===== config.mk =====
export PLATFORM = sky130hd
export DESIGN_NAME = sleep_unit_multi
export DESIGN_NICKNAME = d
export VERILOG_FILES = /design/src/rtl/sleep_unit_multi.sv
export SDC_FILE = /design/constraint.sdc
export NUM_CORES = 1
export LEC_CHECK = 0
export ABC_AREA = 0
export CAP_MARGIN = 20
export CORE_AREA = 2 2 107 109
export CTS_CLUSTER_DIAMETER = 120
export DETAILED_ROUTE_END_ITERATION = 8
export DIE_AREA = 0 0 109 111
export PLACE_DENSITY = 0.85
export SKIP_CTS_REPAIR_TIMING = 1
export SLEW_MARGIN = 10
export SYNTH_ARGS = -nofsm -noshare
export SYNTH_HDL_FRONTEND = slang
export SYNTH_SLANG_ARGS = --single-unit

===== constraint.sdc =====
create_clock -name HCLK -period 6.5 [get_ports HCLK]
set_clock_uncertainty 0.05 [all_clocks]
set_input_delay 1.95 -clock HCLK [delete_from_list [all_inputs] [get_ports HCLK]]
set_output_delay 1.95 -clock HCLK [all_outputs]
set_load 0.01 [all_outputs]

===== src/rtl/sleep_unit_multi.sv =====
// Multi-core APB sleep controller: one RUN/SHUTDOWN/SLEEP FSM per core gating fetch and clock,
// with atomic CTRL set/clear, a per-core wake-up timer, and a wake-cause record.
module sleep_unit_multi #(
  parameter int APB_ADDR_WIDTH = 12,
  parameter int NB_CORES       = 4,
  parameter int TMR_WIDTH      = 16
) (
  input  logic                      HCLK,
  input  logic                      HRESET,
  input  logic [APB_ADDR_WIDTH-1:0] PADDR,
  input  logic [31:0]               PWDATA,
  input  logic                      PWRITE,
  input  logic                      PSEL,
  input  logic                      PENABLE,
  output logic [31:0]               PRDATA,
  output logic                      PREADY,
  output logic                      PSLVERR,
  input  logic [NB_CORES-1:0]       signal_i,
  input  logic [NB_CORES-1:0]       core_busy_i,
  output logic [NB_CORES-1:0]       fetch_en_o,
  output logic [NB_CORES-1:0]       clk_gate_core_o
);

  localparam logic [1:0] ST_RUN      = 2'd0;
  localparam logic [1:0] ST_SHUTDOWN = 2'd1;
  localparam logic [1:0] ST_SLEEP    = 2'd2;

  localparam logic [2:0] W_CTRL       = 3'd0;
  localparam logic [2:0] W_STATUS     = 3'd1;
  localparam logic [2:0] W_TIMEOUT    = 3'd2;
  localparam logic [2:0] W_CTRL_SET   = 3'd3;
  localparam logic [2:0] W_CTRL_CLR   = 3'd4;
  localparam logic [2:0] W_WAKE_CAUSE = 3'd5;

  logic [NB_CORES-1:0]  ctrl_reg, ctrl_next;
  logic [NB_CORES-1:0]  wake_cause_reg, wake_cause_next;
  logic [TMR_WIDTH-1:0] timeout_reg;

  logic [NB_CORES-1:0] in_sleep;
  logic [NB_CORES-1:0] tmr_exp;
  logic [NB_CORES-1:0] wake_evt;

  logic       access;
  logic [2:0] word;
  logic       high_addr;
  logic       unmapped;
  logic       bad;
  logic       wr_ok;
  logic [31:0] rdata;

  assign PREADY = 1'b1;
  assign access = PSEL & PENABLE;
  assign word   = PADDR[4:2];

  if (APB_ADDR_WIDTH > 5) begin : g_high
    assign high_addr = |PADDR[APB_ADDR_WIDTH-1:5];
  end else begin : g_nohigh
    assign high_addr = 1'b0;
  end

  // Offsets 0x18 and up are unmapped; STATUS is the only read-only mapped word.
  assign unmapped = high_addr | (word >= 3'd6);
  assign bad      = unmapped | (PWRITE & (word == W_STATUS));
  assign PSLVERR  = access & bad;
  assign wr_ok    = access & PWRITE & ~bad;

  // Byte-lane bits and write data above the register widths carry no meaning here.
  logic unused_bits;
  assign unused_bits = ^{PADDR[1:0], PWDATA};

  always_comb begin
    rdata = 32'd0;
    case (word)
      W_CTRL:       rdata[NB_CORES-1:0]  = ctrl_reg;
      W_STATUS:     rdata[NB_CORES-1:0]  = in_sleep;
      W_TIMEOUT:    rdata[TMR_WIDTH-1:0] = timeout_reg;
      W_WAKE_CAUSE: rdata[NB_CORES-1:0]  = wake_cause_reg;
      default:      rdata = 32'd0;
    endcase
  end

  assign PRDATA = (access && !unmapped) ? rdata : 32'd0;

  // Hardware clear of sleeping cores first, then the APB write so software wins.
  always_comb begin
    ctrl_next = ctrl_reg & ~in_sleep;
    if (wr_ok && word == W_CTRL) begin
      ctrl_next = PWDATA[NB_CORES-1:0];
    end else if (wr_ok && word == W_CTRL_SET) begin
      ctrl_next = ctrl_next | PWDATA[NB_CORES-1:0];
    end else if (wr_ok && word == W_CTRL_CLR) begin
      ctrl_next = ctrl_next & ~PWDATA[NB_CORES-1:0];
    end
  end

  // W1C first, hardware record last so a wake event beats a same-cycle clear.
  always_comb begin
    wake_cause_next = wake_cause_reg;
    if (wr_ok && word == W_WAKE_CAUSE) begin
      wake_cause_next = wake_cause_reg & ~PWDATA[NB_CORES-1:0];
    end
    wake_cause_next = (wake_cause_next & ~wake_evt) | (wake_evt & tmr_exp & ~signal_i);
  end

  always_ff @(posedge HCLK) begin
    if (HRESET) begin
      ctrl_reg       <= '0;
      wake_cause_reg <= '0;
      timeout_reg    <= '0;
    end else begin
      ctrl_reg       <= ctrl_next;
      wake_cause_reg <= wake_cause_next;
      if (wr_ok && word == W_TIMEOUT) begin
        timeout_reg <= PWDATA[TMR_WIDTH-1:0];
      end
    end
  end

  for (genvar gi = 0; gi < NB_CORES; gi++) begin : g_core
    logic [1:0]           state_reg, state_next;
    logic [TMR_WIDTH-1:0] cnt_reg;
    logic                 tmr_en_reg;
    logic                 en, sig, wake, enter_sleep;
    logic                 fetch_l, gate_l;

    assign en           = ctrl_reg[gi];
    assign sig          = signal_i[gi];
    assign in_sleep[gi] = (state_reg == ST_SLEEP);
    assign tmr_exp[gi]  = in_sleep[gi] & tmr_en_reg & (cnt_reg == '0);
    assign wake         = sig | tmr_exp[gi];
    assign wake_evt[gi] = in_sleep[gi] & wake;
    assign enter_sleep  = (state_reg == ST_SHUTDOWN) & ~sig & ~core_busy_i[gi];

    always_comb begin
      state_next = state_reg;
      case (state_reg)
        ST_RUN:      if (en && !sig) state_next = ST_SHUTDOWN;
        ST_SHUTDOWN: begin
          if (sig)               state_next = ST_RUN;
          else if (!core_busy_i[gi]) state_next = ST_SLEEP;
        end
        ST_SLEEP:    if (wake) state_next = ST_RUN;
        default:     state_next = ST_RUN;
      endcase
    end

    always_comb begin
      fetch_l = 1'b1;
      gate_l  = 1'b1;
      case (state_reg)
        ST_RUN:      fetch_l = ~(en & ~sig);
        ST_SHUTDOWN: fetch_l = 1'b0;
        ST_SLEEP:    gate_l  = wake;
        default: begin
          fetch_l = 1'b1;
          gate_l  = 1'b1;
        end
      endcase
    end

    assign fetch_en_o[gi]      = fetch_l;
    assign clk_gate_core_o[gi] = gate_l;

    // TIMEOUT is latched at sleep entry; a sleeping core ignores later writes.
    always_ff @(posedge HCLK) begin
      if (HRESET) begin
        state_reg  <= ST_RUN;
        cnt_reg    <= '0;
        tmr_en_reg <= 1'b0;
      end else begin
        state_reg <= state_next;
        if (enter_sleep) begin
          cnt_reg    <= timeout_reg - TMR_WIDTH'(1);
          tmr_en_reg <= (timeout_reg != '0);
        end else if (in_sleep[gi] && cnt_reg != '0) begin
          cnt_reg <= cnt_reg - TMR_WIDTH'(1);
        end
      end
    end
  end

endmodule


After elaboration in Yosys (flattened, before gate mapping)
Cells that the tools add are included.
{"block": "word_totals", "register_bits": 100, "out_inout_bits": 42, "wordCells": 191}
{"block": "op_classes", "n_addsub": 5, "n_lt_le_gt_ge": 1, "eq_ne": 25, "n_mux": 43, "n_bitwise": 60, "reduce_logical": 42}
{"operator": "$mux 16", "n": 9}
{"operator": "$reduce_bool 16->1", "n": 5}
{"operator": "$sub 16x1->16 const B", "n": 5}
{"operator": "$logic_not 16->1", "n": 4}
{"operator": "$mux 2", "n": 16}
{"operator": "$and 1x1->1", "n": 29}
{"operator": "$and 4x4->4", "n": 6}
{"operator": "$pmux 2 s3", "n": 4}
{"operator": "$mux 4", "n": 4}
{"operator": "$not 4->4", "n": 4}
{"operator": "$pmux 4 s4", "n": 1}
{"operator": "$logic_and 1x1->1", "n": 14}
{"operator": "$not 1->1", "n": 13}
{"operator": "$mux 12", "n": 1}
{"operator": "$ne 3x3->1 const B", "n": 4}
{"operator": "$reduce_and 3->1", "n": 4}
{"operator": "$eq 2x1->1 const B", "n": 4}
{"operator": "$eq 2x2->1 const B", "n": 4}
{"operator": "$logic_not 2->1", "n": 4}
{"operator": "$ne 2x1->1 const B", "n": 4}
{"operator": "$ne 2x2->1 const B", "n": 4}
{"operator": "$or 4x4->4", "n": 2}
{"operator": "$pmux 1 s2", "n": 4}
{"operator": "$reduce_bool 2->1", "n": 4}
{"operator": "9 further kinds", "n": 23}

Longest topological paths before layout
{"block": "depth", "depth_word": 9, "ltp_mapped": 8}

Worst setup path before layout
OpenSTA, ideal clock, no wires.
{"block": "synth_path", "kind": "input port to output port", "startpoint": "input PADDR[6]", "endpoint": "output PRDATA[0]", "arrival_time_ns": 3.603, "required_time_ns": 4.500, "path_slack_ns": 0.897, "cell_stages": 4, "path_buffers": 0, "path_cell_list": "or4_1 -> nor4_1 -> o21ai_0 -> nor2_1"}
{"block": "synth_via", "elab_chain_cells": 5}
{"element": "start: declaration", "line": "10", "text": "input logic [APB_ADDR_WIDTH-1:0] PADDR,"}
{"element": "$reduce_or 7->1", "line": "56", "text": "assign high_addr = |PADDR[APB_ADDR_WIDTH-1:5];"}
{"element": "$or 1x1->1", "line": "62", "text": "assign unmapped = high_addr | (word >= 3'd6);"}
{"element": "$logic_not 1->1", "line": "82", "text": "assign PRDATA = (access && !unmapped) ? rdata : 32'd0;"}
{"element": "$logic_and 1x1->1", "line": "82"}
{"element": "$mux 16", "line": "82"}
{"element": "end: declaration", "line": "15", "text": "output logic [31:0] PRDATA,"}
No other way between the ends.

Worst setup path after layout
Same ends and word-level chain as after synthesis.

==> results.toml <==
[synthesis]
synth_edf_count = 0
synthCells = 795
synth_warnings = 0
synth_area_per_cell_um2 = 7.997
synth_seq_area_share_pct = 31.49
netlist_area_um2 = 6357
ys.flop_type = "dfxtp_1"
post_synth_num_cell_types = 81
ys_seq_elements = 100
async_flop_share_pct = 0

[power]
power.density_nw_per_um2 = 171.5
power_w = 0.001234
ir_worst_vdd_uv = 160.5
p_leak_nw = 2.467

[worst_hold_path]
holdPathStages = 2
min_path_type = "flip-flop to flip-flop"
worstHoldStart = "g_core[3].cnt_reg[1]$_SDFFE_PP0P_"

[critical_path]
cp_num_buf_inv = 2
cp_slowest_cell = "or4_1"
cp_common_cell = "clkdlybuf4s50_1"
worstSetupEndpointType = "output pin"
slowest_delay_ps = 580
path_max_fanout = 4
worstPathCellList = "clkdlybuf4s50_1 > or4_1 > nor4_1 > o21ai_0 > nor2_1 > clkdlybuf4s50_1"
worstSetupStartpointType = "input port"
arrival_ps = 4280
rr_startpoint = "g_core[0].cnt_reg[2]$_SDFFE_PP0P_"
crit_family = "simple AND/OR/NAND/NOR gates"
cp-startpoint = "PADDR[6]"
rr_worst_depth = 5
path_class = "input port to output pin"
path_depth = 6
crit_required_ps = 4500

[route]
route.detailed.drc = 0
vias = 6377
drt-initial-drc-count = 578
drt-pass1-iter-count = 6
wl_per_cell_um = 18.24
routed_via_density = 6.622
wl_mm = 17.57
ant_nets = 0

[floorplanning]
dieArea_um2 = 12100
initial_utilization_pct = 57.39
die_w_um = 109
coreArea_um2 = 11080
ios = 99
die_h_um = 111
rows = 39

[timing]
setup_viol_count_final = 0
fmax_mhz = 159.2
fin_crit_ps = 6282
fin_tns_setup_ps = 0
drv_slew = 0
hold_viol_final = 0
tightest_slew_ps = 1080
slew_headroom_pct = 28.02
post-route-period-util_pct = 96.64
grt_setup_unrepaired = "no"

[global_routing]
grt_pass1_vias = 5942
grt_start_max_net_pins = 106
antenna_found_initial = 0
grt_first_pass_wirelength_mm = 28.49
grt.total_usage_pct = 29.37
grt-ovfl-total = 0

[finish]
final_common_cell = "dfxtp_1"
register_area_um2 = 2002
drive_gt1_share_pct = 7.561
final_cell_mix = "dfxtp_1, nand2_1, nor2_1"
final.fill_count = 878
fin_area_um2 = 7196
fin_cells = 963
multi_input_area_um2 = 3966
fin_nets = 882
n_antenna_cell = 0
syn2layout_area_growth_pct = 13.19
largest_reg_flops = 64
finish.utilization_pct = 64.96

[clocking]
cts_tree = "built"
cts-root-buf = "clkbuf_16"
clk_latency_ps = 350
clock_sinks = 100
cts_buffer_depth = 2
cts_buffers = 9
htree_levels = 3
clkTransAtPathRegs_ps = 70

[placement]
port_buffers = 63
gp_congestion = 0.9338
dp.cells = 946
hpwlAfterDp_mm = 12.40
place_area_um2 = 6877

[outcome]
status = "finished clean"

[flow_run]
max_cap_violations = 0
## logic make-up after synthesis
group / synth area share, %
and+or+nand+nor: 30.49
AOI/OAI and AO/OA: 22.38
DFF: 31.49
buffers and inverters: 7.203
xor gates and xnor gates: 3.720
muxes: 2.637
adders and majority gates: 1.968
other: 0.1181
## metal layers
metal	GRT usage, %	routed length, um
met1	39.45	7291
met3	5.996	1568
met4	12.82	585
met5	0	0
met2	45.26	8121
## tightest hold or removal path, stage by stage (launching register included)
cell     delay, ps
dfxtp_1        330
nand2_1         60
a21oi_1         60
## report_power, final
| group | total, W | leakage (nW) | internal [W] | switching [W] |
|---|---|---|---|---|
| registers | 0.000612 | 0.805 | 0.000612 | 0.0000000341 |
| clock network | 0.000564 | 0.148 | 0.000320 | 0.000244 |
| logic | 0.0000579 | 1.51 | 0.0000272 | 0.0000307 |
## Yosys cell counts (9+ instances only)
library cell	count	area, um2
dfxtp_1	100	2002
nand2_1	79	296.5
nor2_1	65	244.0
a21oi_1	58	290.3
clkbuf_1	40	150.1
a211oi_1	27	202.7
nor4_1	27	168.9
buf_4	25	187.7
nor3_1	25	125.1
and3_1	21	131.4
xor2_1	18	157.7
o21ai_0	16	80.08
nand3_1	15	75.07
a31oi_1	14	87.58
nand4_1	14	87.58
inv_1	13	48.80
nor2b_1	12	75.07
ha_1	10	125.1
mux2i_1	10	100.1
or3_1	10	62.56
buf_2	9	45.04
or4_1	9	67.56
xnor2_1	9	78.83
## area by class of cell
| type | instances | area share [%] |
|---|---|---|
| clock buffers | 11 | 3.512 |
| clock inverters | 5 | 0.8172 |
| inverters | 13 | 0.6781 |
| multi-input cells | 620 | 55.12 |
| flip-flops and latches | 100 | 27.82 |
| well taps | 143 | 2.487 |
| repair buffers | 71 | 9.564 |
## path summary, 6_finish.rpt
path	to	slack (ps)
setup / recovery	PRDATA[0]	220
hold / removal	g_core[3].cnt_reg[1]$_SDFFE_PP0P_	450
hold reg to reg	g_core[3].cnt_reg[1]$_SDFFE_PP0P_	450
setup reg to reg	g_core[0].cnt_reg[8]$_SDFFE_PP0P_	3860
## metrics by stage
step	worst slack, ps	hold slack (ps)
floorplan	896.7	402.2
global placement	257.4	421.3
detailed placement	252.6	436.1
CTS	222.2	450.5
global route	51.27	473.9
finish	218.1	445.7
No activity file was read; power rests on OpenSTA's default activity.
